### config.mk
export PLATFORM = sky130hd
export DESIGN_NAME = timer_ctrl
export DESIGN_NICKNAME = d
export VERILOG_FILES = /design/src/rtl/timer_ctrl.sv
export SDC_FILE = /design/constraint.sdc
export NUM_CORES = 1
export LEC_CHECK = 0
export ABC_AREA = 1
export BUFFER_PORTS_ARGS = -buffer_cell sky130_fd_sc_hd__buf_4
export CAP_MARGIN = 40
export CORE_MARGIN = 5
export CORE_UTILIZATION = 41
export CTS_BUF_LIST = sky130_fd_sc_hd__clkbuf_4 sky130_fd_sc_hd__clkbuf_8
export DETAILED_ROUTE_END_ITERATION = 6
export PLACE_DENSITY = 0.7
export SYNTH_ARGS = -nofsm -noshare
export SYNTH_HDL_FRONTEND = slang
export SYNTH_SLANG_ARGS = --single-unit
### constraint.sdc
create_clock -name clk -period 4.1 [get_ports clk]
set_clock_uncertainty 0.05 [all_clocks]
set_input_delay 0.615 -clock clk [delete_from_list [all_inputs] [get_ports clk]]
set_output_delay 0.615 -clock clk [all_outputs]
set_load 0.01 [all_outputs]
### src/rtl/timer_ctrl.sv
// timer_ctrl
//   Command-driven sequencer for a WIDTH-bit up-counter that runs either
//   one-shot or periodic up to a programmed limit. Commands arrive over a
//   valid/ready handshake; terminal count and illegal commands are reported
//   as single-cycle pulses. Every output comes straight from a register.
//
// Optional feature (compile-time macro):
//   TIMER_CTRL_PRESCALE_EN  when defined, the counter advances once every
//                           PRESCALE clocks via a prescaler that clears on
//                           START and freezes while paused. When undefined
//                           the counter may advance every clock and PRESCALE
//                           is only range-checked.
//
// Parameters:
//   WIDTH     counter / limit width
//   PRESCALE  clocks per counter tick (>= 1), prescaler builds only
//
// Ports:
//   clk        clock, all logic on posedge
//   rst        asynchronous active-high reset
//   cmd_valid  command present
//   cmd_ready  controller accepts commands (low only while in reset and
//              until the first clock edge after release)
//   cmd_op     00 START_ONE, 01 START_PER, 10 STOP, 11 PAUSE_TOGGLE
//   cmd_limit  terminal value, sampled on an accepted START
//   count      current counter value
//   busy       high in RUN or PAUSED
//   paused     high in PAUSED
//   tc         one-cycle terminal-count pulse
//   err        one-cycle illegal-command pulse

module timer_ctrl #(
  parameter int WIDTH    = 8,
  parameter int PRESCALE = 4
) (
  input  logic             clk,
  input  logic             rst,
  input  logic             cmd_valid,
  output logic             cmd_ready,
  input  logic [1:0]       cmd_op,
  input  logic [WIDTH-1:0] cmd_limit,
  output logic [WIDTH-1:0] count,
  output logic             busy,
  output logic             paused,
  output logic             tc,
  output logic             err
);

  if (PRESCALE < 1) begin : g_bad_prescale
    $error("timer_ctrl: PRESCALE must be at least 1");
  end

  typedef enum logic [1:0] {
    IDLE   = 2'b00,
    RUN    = 2'b01,
    PAUSED = 2'b10
  } state_e;

  typedef enum logic [1:0] {
    OP_START_ONE = 2'b00,
    OP_START_PER = 2'b01,
    OP_STOP      = 2'b10,
    OP_PAUSE     = 2'b11
  } op_e;

  state_e           state_q, state_d;
  logic [WIDTH-1:0] count_q, count_d;
  logic [WIDTH-1:0] limit_q, limit_d;
  logic             periodic_q, periodic_d;
  logic             ready_q;
  logic             busy_q, busy_d;
  logic             paused_q, paused_d;
  logic             tc_q, tc_d;
  logic             err_q, err_d;

  op_e  op;
  logic accept;
  logic tick;

  assign op     = op_e'(cmd_op);
  assign accept = cmd_valid & ready_q;

`ifdef TIMER_CTRL_PRESCALE_EN
  localparam int PW = (PRESCALE > 1) ? $clog2(PRESCALE) : 1;
  localparam logic [PW-1:0] PRE_LAST = PW'(PRESCALE - 1);

  logic [PW-1:0] pre_q, pre_d;

  assign tick = (pre_q == PRE_LAST);
`else
  assign tick = 1'b1;
`endif

  // Next-state logic. In RUN an accepted STOP or PAUSE_TOGGLE pre-empts the
  // tick on the same edge (count and prescaler do not advance); an accepted
  // START is illegal there, so it only raises err and the tick proceeds.
  always_comb begin
    state_d    = state_q;
    count_d    = count_q;
    limit_d    = limit_q;
    periodic_d = periodic_q;
    tc_d       = 1'b0;
    err_d      = 1'b0;
`ifdef TIMER_CTRL_PRESCALE_EN
    pre_d      = pre_q;
`endif

    unique case (state_q)
      IDLE: begin
        if (accept) begin
          unique case (op)
            OP_START_ONE, OP_START_PER: begin
              state_d    = RUN;
              limit_d    = cmd_limit;
              periodic_d = (op == OP_START_PER);
              count_d    = '0;
`ifdef TIMER_CTRL_PRESCALE_EN
              pre_d      = '0;
`endif
            end
            OP_STOP:  count_d = '0;
            OP_PAUSE: err_d   = 1'b1;
            default:  ;
          endcase
        end
      end

      RUN: begin
        if (accept && op == OP_STOP) begin
          state_d = IDLE;
          count_d = '0;
        end else if (accept && op == OP_PAUSE) begin
          state_d = PAUSED;
        end else begin
          if (accept) begin
            err_d = 1'b1;
          end
`ifdef TIMER_CTRL_PRESCALE_EN
          pre_d = tick ? '0 : pre_q + PW'(1);
`endif
          if (tick) begin
            if (count_q == limit_q) begin
              tc_d = 1'b1;
              if (periodic_q) begin
                count_d = '0;
              end else begin
                state_d = IDLE;
              end
            end else begin
              count_d = count_q + WIDTH'(1);
            end
          end
        end
      end

      PAUSED: begin
        if (accept) begin
          unique case (op)
            OP_PAUSE: state_d = RUN;
            OP_STOP: begin
              state_d = IDLE;
              count_d = '0;
            end
            default: err_d = 1'b1;
          endcase
        end
      end

      default: begin
        state_d = IDLE;
        count_d = '0;
      end
    endcase

    busy_d   = (state_d == RUN) || (state_d == PAUSED);
    paused_d = (state_d == PAUSED);
  end

  always_ff @(posedge clk or posedge rst) begin
    if (rst) begin
      state_q    <= IDLE;
      count_q    <= '0;
      limit_q    <= '0;
      periodic_q <= 1'b0;
      ready_q    <= 1'b0;
      busy_q     <= 1'b0;
      paused_q   <= 1'b0;
      tc_q       <= 1'b0;
      err_q      <= 1'b0;
    end else begin
      state_q    <= state_d;
      count_q    <= count_d;
      limit_q    <= limit_d;
      periodic_q <= periodic_d;
      ready_q    <= 1'b1;
      busy_q     <= busy_d;
      paused_q   <= paused_d;
      tc_q       <= tc_d;
      err_q      <= err_d;
    end
  end

`ifdef TIMER_CTRL_PRESCALE_EN
  always_ff @(posedge clk or posedge rst) begin
    if (rst) begin
      pre_q <= '0;
    end else begin
      pre_q <= pre_d;
    end
  end
`endif

  assign cmd_ready = ready_q;
  assign count     = count_q;
  assign busy      = busy_q;
  assign paused    = paused_q;
  assign tc        = tc_q;
  assign err       = err_q;

  a_count_le_limit : assert property (
    @(posedge clk) disable iff (rst) count_q <= limit_q
  );

  a_paused_implies_busy : assert property (
    @(posedge clk) disable iff (rst) paused_q |-> busy_q
  );

endmodule

==> summary.md, run 1 <==
Setup violations remaining at the end of the flow were counted as 0. After the flow finishes, the layout carries non-filler instances totaling 248. After detailed routing, no signal wire sits above met4.

The share of the cycle needed by the critical path after routing was 0.4579. After routing, the total negative slack on setup checks comes to 0 ns. After clock tree synthesis, the repair step resized 0 gates. Worst path required time: 4.32 ns. The detailed router finished its first iteration with 68 violations. TritonCTS built the clock tree. The HPWL after detailed placement was 2075 um; the width of the die was 67.17 um. Setup repair after global routing left no endpoint under its margin.

Summed over all instances, the cell type with the most area after synthesis is dfrtp_1. The synthesis-to-layout area growth works out to 22.04%. The most common cell after layout, fill and taps aside was nand2_1. VDD sags by at most 0.0002029 V. The number of rows created at floorplan was 20.

The global router's overall resource usage was 0.1340. The fraction of synthesized cell area taken by the top area cell type was 0.4482; the final estimated routing congestion in global placement was 0.8509. After synthesis the netlist holds a flip-flop and latch count of 24.

The total number of clock tree sinks was 24. Before antenna repair, the detailed router went through 4 iterations. In this run the tool buffered the top-level ports with 25 buffer cells.

The fraction of the mapped netlist area in adder cells was 0.01867. In this run the cell area measured after placement is 1583 um^2. The maximum fanout encountered on the critical timing path was 17. The number of hold violations in the final report was 0; the routed metal-1 wirelength was 1330 um. In this run the remaining antenna-violating nets after routing total 0. The Yosys step of the flow raised 0 warnings.

The via count of the first global-routing pass is 992. In this run the clock root is driven by a clkbuf_4. For this block, the via count after detailed routing is 1111. After clock tree synthesis, the flow added hold-fix buffers numbering 0. The logs give 0.6598 for the headroom to the max-slew limit and 0 for the initial antenna violation count. Detailed routing placed a total of 1179 um of wire on met2.

Across the run, the number of max-cap violations was 0. The largest net degree at the start of global routing is 18. The number of setup buffers added after CTS is 0. Ranked by total cell area, the synthesized netlist is headed by dfrtp_1 (45%), nand2_1 (15%), inv_1 (7.8%). For the clock latency on the worst-skew pair, the log shows 0.32 ns. The placeable core area is 3103 um^2, and the vertical die dimension is 67.17 um.

The final design utilization came out at 0.5270. The post-synth net total is 191. The power density relative to cell area is 498.2 nW/um^2. 26 I/O pins were placed.

The number of clock buffers added by TritonCTS is 3. The run finished with clean final reports. The worst setup path is captured at a flop. In the routed design, unresolved DRC markers number 0.

The clock transition at the registers of the reported paths was 0.13 ns; the number of placed instances with taps included was 244. In the layout the commonest cells are nand2_1 (54), inv_1 (28), buf_4 (25). After synthesis the cells add up to 1340 um^2. The final net count is 220. Worst hold-check path type: in -> async. Counting the fill cells in the layout gives 317.

The setup slack of the most critical reg-to-reg path was 2.22 ns. After synthesis, the largest family of logic cells by area is simple AND/OR/NAND/NOR gates. In the synthesized netlist, the number of instances is 176. At the pin with the least slew margin, the transition time is 0.5097 ns.

By startpoint and endpoint, the worst setup path is classified as reg -> reg. The run gives 170 um as the routed length on met3. Portion of the post-synthesis area used by sequential elements: 0.4482. With fillers left out, the area of the finished cells amounts to 1635 um^2. Ratio of cells with drive above 1 in the final layout: 0.2255.

Across the whole layout, storage elements account for 600.6 um^2. For the sum of overflow across all layers after global routing, the log shows 0. The leakage power is 0.9002 nW, and the mean instance size in the synthesized netlist is 7.614 um^2.

The multiplexer fraction of the synthesized cell area is 0.02521. The number of H-tree branching levels was 1; the maximum buffer depth of the clock tree was 2. The kind of start point of the critical path was a flop. The fraction of the mapped netlist area in compound gates was 0.06162. Total wirelength of the detailed-routed design: 2728 um. The full die area came out at 4512 um^2.

Static timing analysis puts the maximum clock frequency at 532.7 MHz. The area fraction in and, or, nand and nor cells after synthesis came out at 0.3044. The netlist uses 24 different library cells. The multi-input combinational cells in the finished layout cover a total of 614.3 um^2. The effective utilization at floorplan came out at 0.4319. 0 antenna diodes ended up in the layout.

In the routed layout, each cell is associated on average with a via count of 4.480. Dividing the detail-routed wire length by the instance count gives 11.00 um. Data on the critical path arrives at its endpoint at 2.09 ns. The clock period minus final worst setup slack is 1.877 ns, and the number of max-slew violations in the final report is 0.

The first global-routing pass estimated 4491 um of wire. The share of the synthesized netlist area taken by xor and xnor gates came out at 0.04575.
## report_power, final
group / internal [W] / switching (W) / leakage, nW
Combinational: 0.000121 / 0.000171 / 0.570
Sequential: 0.000303 / 0.0000476 / 0.302
Clock: 0.0000989 / 0.0000724 / 0.0279
## state kept, by name, summed over array words and instances, names as in the netlist
| name | count |
|---|---|
| busy | 1 |
| tc | 1 |
| err | 1 |
| count | 8 |
| cmd_ready | 1 |
| periodic_q | 1 |
| limit_q | 8 |
| state_q | 2 |
| paused | 1 |
## Yosys cell counts, drive strengths merged
master,instances
nor2,19
xor2,2
clkinv,1
xnor2,5
mux2,3
buf,1
nand2,58
conb,1
o211ai,2
o21ai,5
dfrtp,24
nor3,2
a21oi,7
nand4,3
clkbuf,1
nand3,12
ha,2
inv,28
## area by class of cell
cell class	instances	share of cell area
clock buffers	3	0.01377
clock inverters	1	0.01836
multi-input cells	121	0.3757
inverters	29	0.06733
flip-flops and latches	24	0.3673
well taps	44	0.03366
repair buffers	26	0.1239
## final timing paths
kind,from,to,depth (start not counted)
worst min-delay path,rst,state_q[0]$_DFF_PP0_,2
worst min register to register,periodic_q$_DFFE_PP0P_,state_q[0]$_DFF_PP0_,2
max in group asynchronous,rst,count[0]$_DFFE_PP0P_,3
min in group clk,cmd_limit[2],limit_q[2]$_DFFE_PP0P_,2
worst max-delay path,cmd_ready$_DFF_PP0_,count[4]$_DFFE_PP0P_,8
worst max register to register,cmd_ready$_DFF_PP0_,count[4]$_DFFE_PP0P_,8
## through the flow
stage               total power (W)  hold WS (ns)  setup slack [ns]
finish                    0.0008146        0.2585             2.223
floorplan                 0.0005750        0.4415             2.504
CTS                       0.0008247        0.2579             2.212
global route              0.0008877        0.2827             1.980
global placement          0.0006401        0.4600             2.001
detailed placement        0.0006485        0.4628             1.921
## routing by layer
metal	vias up	GRT usage
met4	0	0.06835
li1	600	-
met3	4	0.01830
met2	33	0.2012
met5	-	0
met1	474	0.1875
## cell families (layout without fill, tap and decap cells)
logic type / after synthesis / count (layout)
compound gates: 14 / 14
xor+xnor: 7 / 7
fa+ha+maj: 2 / 2
buf+inv: 31 / 59
flops: 24 / 24
mux: 3 / 3
other cells: 1 / 1
simple gates: 94 / 94
## critical path, cell delays in order, from the launching register on
cell      delay, ns
dfrtp_1        0.39
nand2_2        0.08
nor2_2         0.13
nand3_2        0.31
o211ai_1       0.25
nand2_1        0.28
inv_1          0.21
nand2_1        0.07
nand2_1        0.05
Power figures use the tool's default switching activity.
==> inputs of run 2 (changes only) <==
--- a/config.mk
+++ b/config.mk
@@ -5,14 +5,14 @@
 export SDC_FILE = /design/constraint.sdc
 export NUM_CORES = 1
 export LEC_CHECK = 0
-export ABC_AREA = 1
+export ABC_AREA = 0
 export BUFFER_PORTS_ARGS = -buffer_cell sky130_fd_sc_hd__buf_4
 export CAP_MARGIN = 40
 export CORE_MARGIN = 5
 export CORE_UTILIZATION = 41
 export CTS_BUF_LIST = sky130_fd_sc_hd__clkbuf_4 sky130_fd_sc_hd__clkbuf_8
 export DETAILED_ROUTE_END_ITERATION = 6
-export PLACE_DENSITY = 0.7
+export PLACE_DENSITY = 0.71
 export SYNTH_ARGS = -nofsm -noshare
 export SYNTH_HDL_FRONTEND = slang
 export SYNTH_SLANG_ARGS = --single-unit
==> constraint.sdc (replaced) <==
create_clock -name clk -period 1.8 [get_ports clk]
set_clock_uncertainty 0.05 [all_clocks]
set_input_delay 0.27 -clock clk [delete_from_list [all_inputs] [get_ports clk]]
set_output_delay 0.27 -clock clk [all_outputs]
set_load 0.01 [all_outputs]
==> run 2 against run 1 <==
Die area decreased by 5.8%. Via count fell by 10%. Largest cell class unchanged. Fmax increased by 11%. Routed wire length fell by 6.4%. Clock power up 33%. Critical path type unchanged. Largest power group unchanged. Worst setup slack lost 2.1 ns. Sequential share of layout area up 2.4 points. Synthesized cell count decreased by 32%. Sequential power rose to 2.6 times the previous value. Utilization is 0.68 points lower. Total power grew 130%. Hold slack lost 0.12 ns. Highest routed layer unchanged.
==> summary.md, run 2 <==
The share of flip-flops with an asynchronous set or reset after synthesis is 1.000. The number of synthesized flops with an enable pin came out at 0. The share of the cycle needed by the critical path after routing was 0.9429. Excluding fillers, the count of instances in the completed layout stands at 186. The netlist area before placement was 1249 um^2; the count of input and output buffers was 25. Row generation in the floorplan step produced 20 rows. The fraction of synthesized cell area taken by the top area cell type came out at 0.4810.

The initial antenna violation count is 0. The per-cell via count in the routed design came out at 5.349. The run gives 0.6847 nW as the leakage power.

The number of H-tree branching levels came out at 1. The power density relative to cell area works out to 1204 nW/um^2. For the final estimated routing congestion in global placement, the log shows 0.8464.

The tools report the placeable core area as 2978 um^2. The routed design could run at a clock period as short as 1.697 ns. The number of detailed-routing iterations run before antenna repair is 4, and the HPWL after detailed placement is 1943 um.

The path type of the worst setup path is reg -> reg. The final layout contains 170 nets. The synthesized design contains 24 register bits. Relative to the synthesized area, the layout overhead comes to 24.05%.

In the final routed layout, each cell accounts on average for 13.73 um. The via count of the first global-routing pass is 941, and the portion of the post-synthesis area used by sequential elements is 0.4810. For the global router's overall resource usage, the log shows 0.1212. At the worst endpoint, the required time is 1.97 ns. dfrtp_1 takes more of the synthesized area than any other cell.

At the later pin of the worst-skew pair, clock insertion delay measures 0.30 ns. Total wirelength of the detailed-routed design: 2554 um. STA classifies the critical path startpoint as a flop. The tools report the number of filler instances in the final layout as 270. Summing over every cut layer, the via total after detailed routing is 995. In the post-synthesis netlist, the biggest area contributors are dfrtp_1 (48%), mux2_2 (9.0%), xnor2_1 (5.6%).

The number of antenna diodes in the final layout is 0. After detailed routing, the number of remaining DRC violations is 0. Timing would allow up to 589.2 MHz.

By count the netlist is led by dfrtp_1 (24), mux2_2 (10), nand2_1 (10), o21ai_0 (10), xnor2_1 (8). The mean instance size in the synthesized netlist was 10.41 um^2; the number of hold violations in the final report was 0. The die is 65.19 um wide. The tools report the maximum buffer depth of the clock tree as 2.

In this run the count of I/O pins placed on the die edge is 26. The effective utilization at floorplan was 0.4193. The run finished with clean final reports.

The count of distinct cell types in the synthesized netlist was 34. The die is 65.19 um tall. Entering global routing, the biggest net connects 25 pins.

The first routing iteration left 28 violations. The tools report the final design utilization as 0.5202. STA classifies the critical path endpoint as a flop. Setup repair after global routing left no endpoint under its margin. Of all nets on the critical path, the largest fanout is 10.

The number of nets in the synthesized netlist is 135. For the full die area, the log shows 4249 um^2. Setup violations remaining at the end of the flow were counted as 0. The first global-routing pass estimated 4050 um of wire. In the post-synthesis netlist, the cell with the most instances is dfrtp_1.

Number of placed instances with taps included: 182. The ratio of cells with drive above 1 in the final layout came out at 0.3725. In the layout the commonest cells are buf_4 (32), dfrtp_1 (20), nand2_1 (10), mux2_2 (10), o21ai_0 (10). The clock net in this run drives a total of 24 sinks. Clock-pin slew was measured on the worst setup and hold paths at 0.13 ns. Once detail routing completed, the nets flagged for antenna violations numbered 0. In the final layout, the multi-input gates occupy 614.3 um^2. TritonCTS built the clock tree. For this run, the number of Yosys warnings is 0. Hold is met by 0.1351 ns. The top flip-flop cell by instance count after synthesis is dfrtp_1. Worst hold-check path type: in -> reg.

The number of max-slew violations in the final report was 0. STA puts the critical path data arrival time at 1.87 ns. The logs give 120 for the gate count of the mapped netlist and 0 for the sum of overflow across all layers after global routing.

VDD sags by at most 0.0005882 V. CTS placed an instance of clkbuf_4 at the clock tree root. The total CTS buffers was 3.

In the final layout, flip-flops and latches occupy 605.6 um^2. The logs give 0 ns for the aggregate negative setup slack and 0 for the count of max-cap constraint violations. The library cell used most frequently in the layout, excluding fill and tap cells, is buf_4.
==> run 2: power breakdown <==
| group | internal, W | switching [W] |
|---|---|---|
| Sequential | 0.000717 | 0.000179 |
| Combinational | 0.000408 | 0.000335 |
| Clock | 0.0000780 | 0.000149 |
==> run 2: cell families after synthesis <==
family,synth area share
simple gates,0.1794
compound gates,0.1433
flops,0.4810
mux,0.09018
xor+xnor,0.05611
buf+inv,0.02705
fa+ha+maj,0.02004
other cells,0.003003
==> run 2: layout make-up <==
type / instances / share of cell area
multi-input cells: 89 / 0.3966
flip-flops and latches: 24 / 0.3910
repair buffers: 33 / 0.1616
well taps: 33 / 0.02666
clock buffers: 3 / 0.01454
inverters: 4 / 0.009693
==> run 2: worst paths after layout <==
check	slack, ns	from	to	cells after the start
max in group asynchronous	0.94	rst	count[0]$_DFFE_PP0P_	4
min in group asynchronous	0.50	rst	paused$_DFF_PP0_	4
hold / removal	0.14	cmd_limit[7]	limit_q[7]$_DFFE_PP0P_	2
setup reg to reg	0.10	count[6]$_DFFE_PP0P_	count[3]$_DFFE_PP0P_	6
hold reg to reg	0.49	limit_q[3]$_DFFE_PP0P_	limit_q[3]$_DFFE_PP0P_	1
setup / recovery	0.10	count[6]$_DFFE_PP0P_	count[3]$_DFFE_PP0P_	6
==> run 2: worst max-delay path, stage by stage, from the launching register on <==
cell      delay, ns
dfrtp_2        0.47
xnor2_1        0.13
nand4_1        0.13
nor2_2         0.07
buf_4          0.16
or4_1          0.51
o211ai_1       0.10
==> run 2: metrics by stage <==
step	area [um^2]	total power, W	setup WS (ns)
final	1549	0.001866	0.1028
after global placement	1511	0.001624	0.1306
after CTS	1544	0.001873	0.07648
after global routing	1549	0.001996	0.001752
after floorplan	1249	0.001385	0.1338
after detailed placement	1511	0.001648	0.09919
==> run 2: timing repair <==
action / CTS / global route
hold buffers: 1 / 0
setup endpoints to repair: 0 / 3
gates resized for setup: 0 / 4
buffers inserted: 0 / 0
endpoints found under the hold margin: 24 / 0
==> run 2: routing by layer <==
metal,part of all wire,wire length [um],global-route usage
met1,0.47,1201,0.1616
met2,0.49,1250,0.1909
met3,0.029,74,0.02051
met4,0.011,27,0.05699
met5,0,0,0
==> inputs of run 3 (changes only) <==
--- a/config.mk
+++ b/config.mk
@@ -13,6 +13,7 @@
 export CTS_BUF_LIST = sky130_fd_sc_hd__clkbuf_4 sky130_fd_sc_hd__clkbuf_8
 export DETAILED_ROUTE_END_ITERATION = 6
 export PLACE_DENSITY = 0.71
+export SETUP_SLACK_MARGIN = 0.3
 export SYNTH_ARGS = -nofsm -noshare
 export SYNTH_HDL_FRONTEND = slang
 export SYNTH_SLANG_ARGS = --single-unit
==> run 3 against run 2 <==
Sequential cell count is the same. Worst setup slack gained 0.040 ns. Clock power grew 15%.
==> summary.md, run 3 (synthesis results as in run 2) <==
The clock transition at the registers of the reported paths came out at 0.13 ns. From synthesis to final layout, the design area changed by 38.88%. Walking the worst path, the cells encountered are xnor2_1, nand4_1, or2_2, a32oi_1, o21ai_1.

The final design utilization is 0.5824. IR analysis of the VDD net gives a maximum drop of 0.0006060 V. The flow ran to the end, and the final reports show no timing, DRC or antenna violations. The worst setup path is captured at a flop.

After legalization and detailed placement, the total HPWL measured 2029 um. Most common cell after layout, fill and taps aside: buf_4. The first global-routing pass estimated 4857 um of wire.

The largest individual stage delay along the critical path comes from the cell dfrtp_1. Along the worst path, the maximum fanout reaches 6. The worst hold-check path type is in -> reg. 26 I/O pins were placed. The logs give 0.8375 for the final estimated routing congestion in global placement and 182 for the final net count. The count of nets left with antenna violations once routing finished came out at 0. Total wirelength of the detailed-routed design: 2931 um. The floorplan step set the die width to 65.19 um. The via count of the first global-routing pass was 1075.

From bottom edge to top edge, the die measures 65.19 um. The capture instance of the worst register-to-register path is count[7]$_DFFE_PP0P_. The beginning of the worst hold path is cmd_limit[0]. After layout, the minimum clock period comes to 1.657 ns. The worst setup path is launched from a flop. The share of the cycle needed by the critical path after routing came out at 0.9205. TritonCTS built the clock tree. In this run the worst setup path begins at limit_q[7]$_DFFE_PP0P_. The leakage power was 0.7688 nW; the count of max-cap constraint violations was 0. The tools report the number of hold violations in the final report as 0.

The starting DRC count in detailed routing is 31, and the longest individual stage delay on the worst path is 0.42 ns. Counting instances, the worst hold path has a depth of 2. Measured in cells, the most critical reg-to-reg path has a length of 5.

The largest net degree at the start of global routing is 25, and the setup slack of the most critical reg-to-reg path is 0.14 ns. In the final routed layout, each cell accounts on average for 14.73 um. The path type of the worst setup path was reg -> reg.

The per-cell via count in the routed design came out at 5.437. The path with the worst hold slack has its endpoint at limit_q[0]$_DFFE_PP0P_. In this run the tool buffered the top-level ports with 25 buffer cells. For this run, the top clock speed supported by timing is 603.5 MHz. Effective utilization at floorplan: 0.4193. The residual DRC count was 0; the power density relative to cell area was 1249 nW/um^2.

Maximum buffer depth of the clock tree: 2. The logs give 1.94 ns for the worst path required time and 1 for the number of H-tree branching levels. The run gives 0 ns as the aggregate negative setup slack.

The placeable core area was 2978 um^2; the number of max-slew violations in the final report was 0. The initial antenna violation count came out at 0. The ratio of cells with drive above 1 in the final layout is 0.5060, and the global router's overall resource usage is 0.1493. The number of antenna diodes in the final layout is 0. Data on the critical path arrives at its endpoint at 1.80 ns. The clock latency on the worst-skew pair is 0.32 ns.

For the number of detailed-routing iterations run before antenna repair, the log shows 4. Across all layers, the routed design uses 1082 vias. The tools report the sum of overflow across all layers after global routing as 0. Setup repair after global routing could not meet its margin everywhere. The CTS root buffer was clkbuf_4. In this run the critical register-to-register path is launched from limit_q[7]$_DFFE_PP0P_. The floorplan step defined a die boundary enclosing 4249 um^2.

The floorplan has 20 rows. In this run, CTS created clock tree buffers numbering 3. Clock tree synthesis found a total of 24 sinks. In the layout the commonest cells are buf_4 (41), dfrtp_1 (15), mux2_2 (10). Setup violations remaining at the end of the flow were counted as 0. After filler insertion, the fill cell instance count of the layout stands at 246.
-- run 3: metrics by stage --
| stage | area (um^2) | worst slack [ns] | instances | hold WS (ns) | total power, W |
|---|---|---|---|---|---|
| after floorplan | 1296 | 0.1964 | 120 | 0.2341 | 0.001468 |
| after global placement | 1534 | 0.1585 | 179 | 0.2901 | 0.001715 |
| after detailed placement | 1534 | 0.1200 | 179 | 0.3004 | 0.001748 |
| after CTS | 1700 | 0.1624 | 198 | 0.1130 | 0.002138 |
| after global routing | 1734 | 0.07863 | 199 | 0.1072 | 0.002324 |
| final | 1734 | 0.1430 | 199 | 0.1187 | 0.002165 |
-- run 3: per-layer routing --
metal	global-route usage	vias up	share of wire
li1	-	528	-
met1	0.1874	504	0.42
met2	0.2364	42	0.49
met3	0.02735	8	0.055
met4	0.09326	0	0.028
met5	0	-	0
-- run 3: how the worst max path moves through the flow --
stage,cells past startpoint,to
detailed placement,6,count[6]$_DFFE_PP0P_
CTS,5,count[6]$_DFFE_PP0P_
global route,5,count[6]$_DFFE_PP0P_
global placement,6,count[6]$_DFFE_PP0P_
floorplan,8,busy$_DFF_PP0_
finish,5,count[7]$_DFFE_PP0P_
-- run 3: critical path: cells and delay by family (launching register included) --
| family | cells | cell delay, ns |
|---|---|---|
| AND/OR/NAND/NOR | 2 | 0.57 |
| flip-flops | 1 | 0.42 |
| XOR/XNOR | 1 | 0.20 |
| AO/OA/AOI/OAI | 2 | 0.31 |
-- run 3: cell type report --
cell class              instances  area [um^2]  area share
multi-input cells              89        684.4      0.3947
clock buffers                   4        30.03     0.01732
flip-flops and latches         24        611.8      0.3528
well taps                      33        41.29     0.02381
repair buffers                 45        351.6      0.2027
inverters                       4        15.01    0.008658
-- run 3: power by group --
group	total [W]	switching (W)	internal (W)
logic	0.000980	0.000412	0.000568
clock network	0.000260	0.000158	0.000102
registers	0.000925	0.000204	0.000721
total	0.00217	0.000774	0.00139
-- run 3: repair_timing --
action / in CTS / in global routing
pin swaps: 8 / 7
setup endpoints to repair: 10 / 22
hold endpoints to repair: 24 / 0
buffers inserted: 14 / 1
gates cloned: 0 / 0
gates resized for setup: 4 / 7
hold buffers: 1 / 0
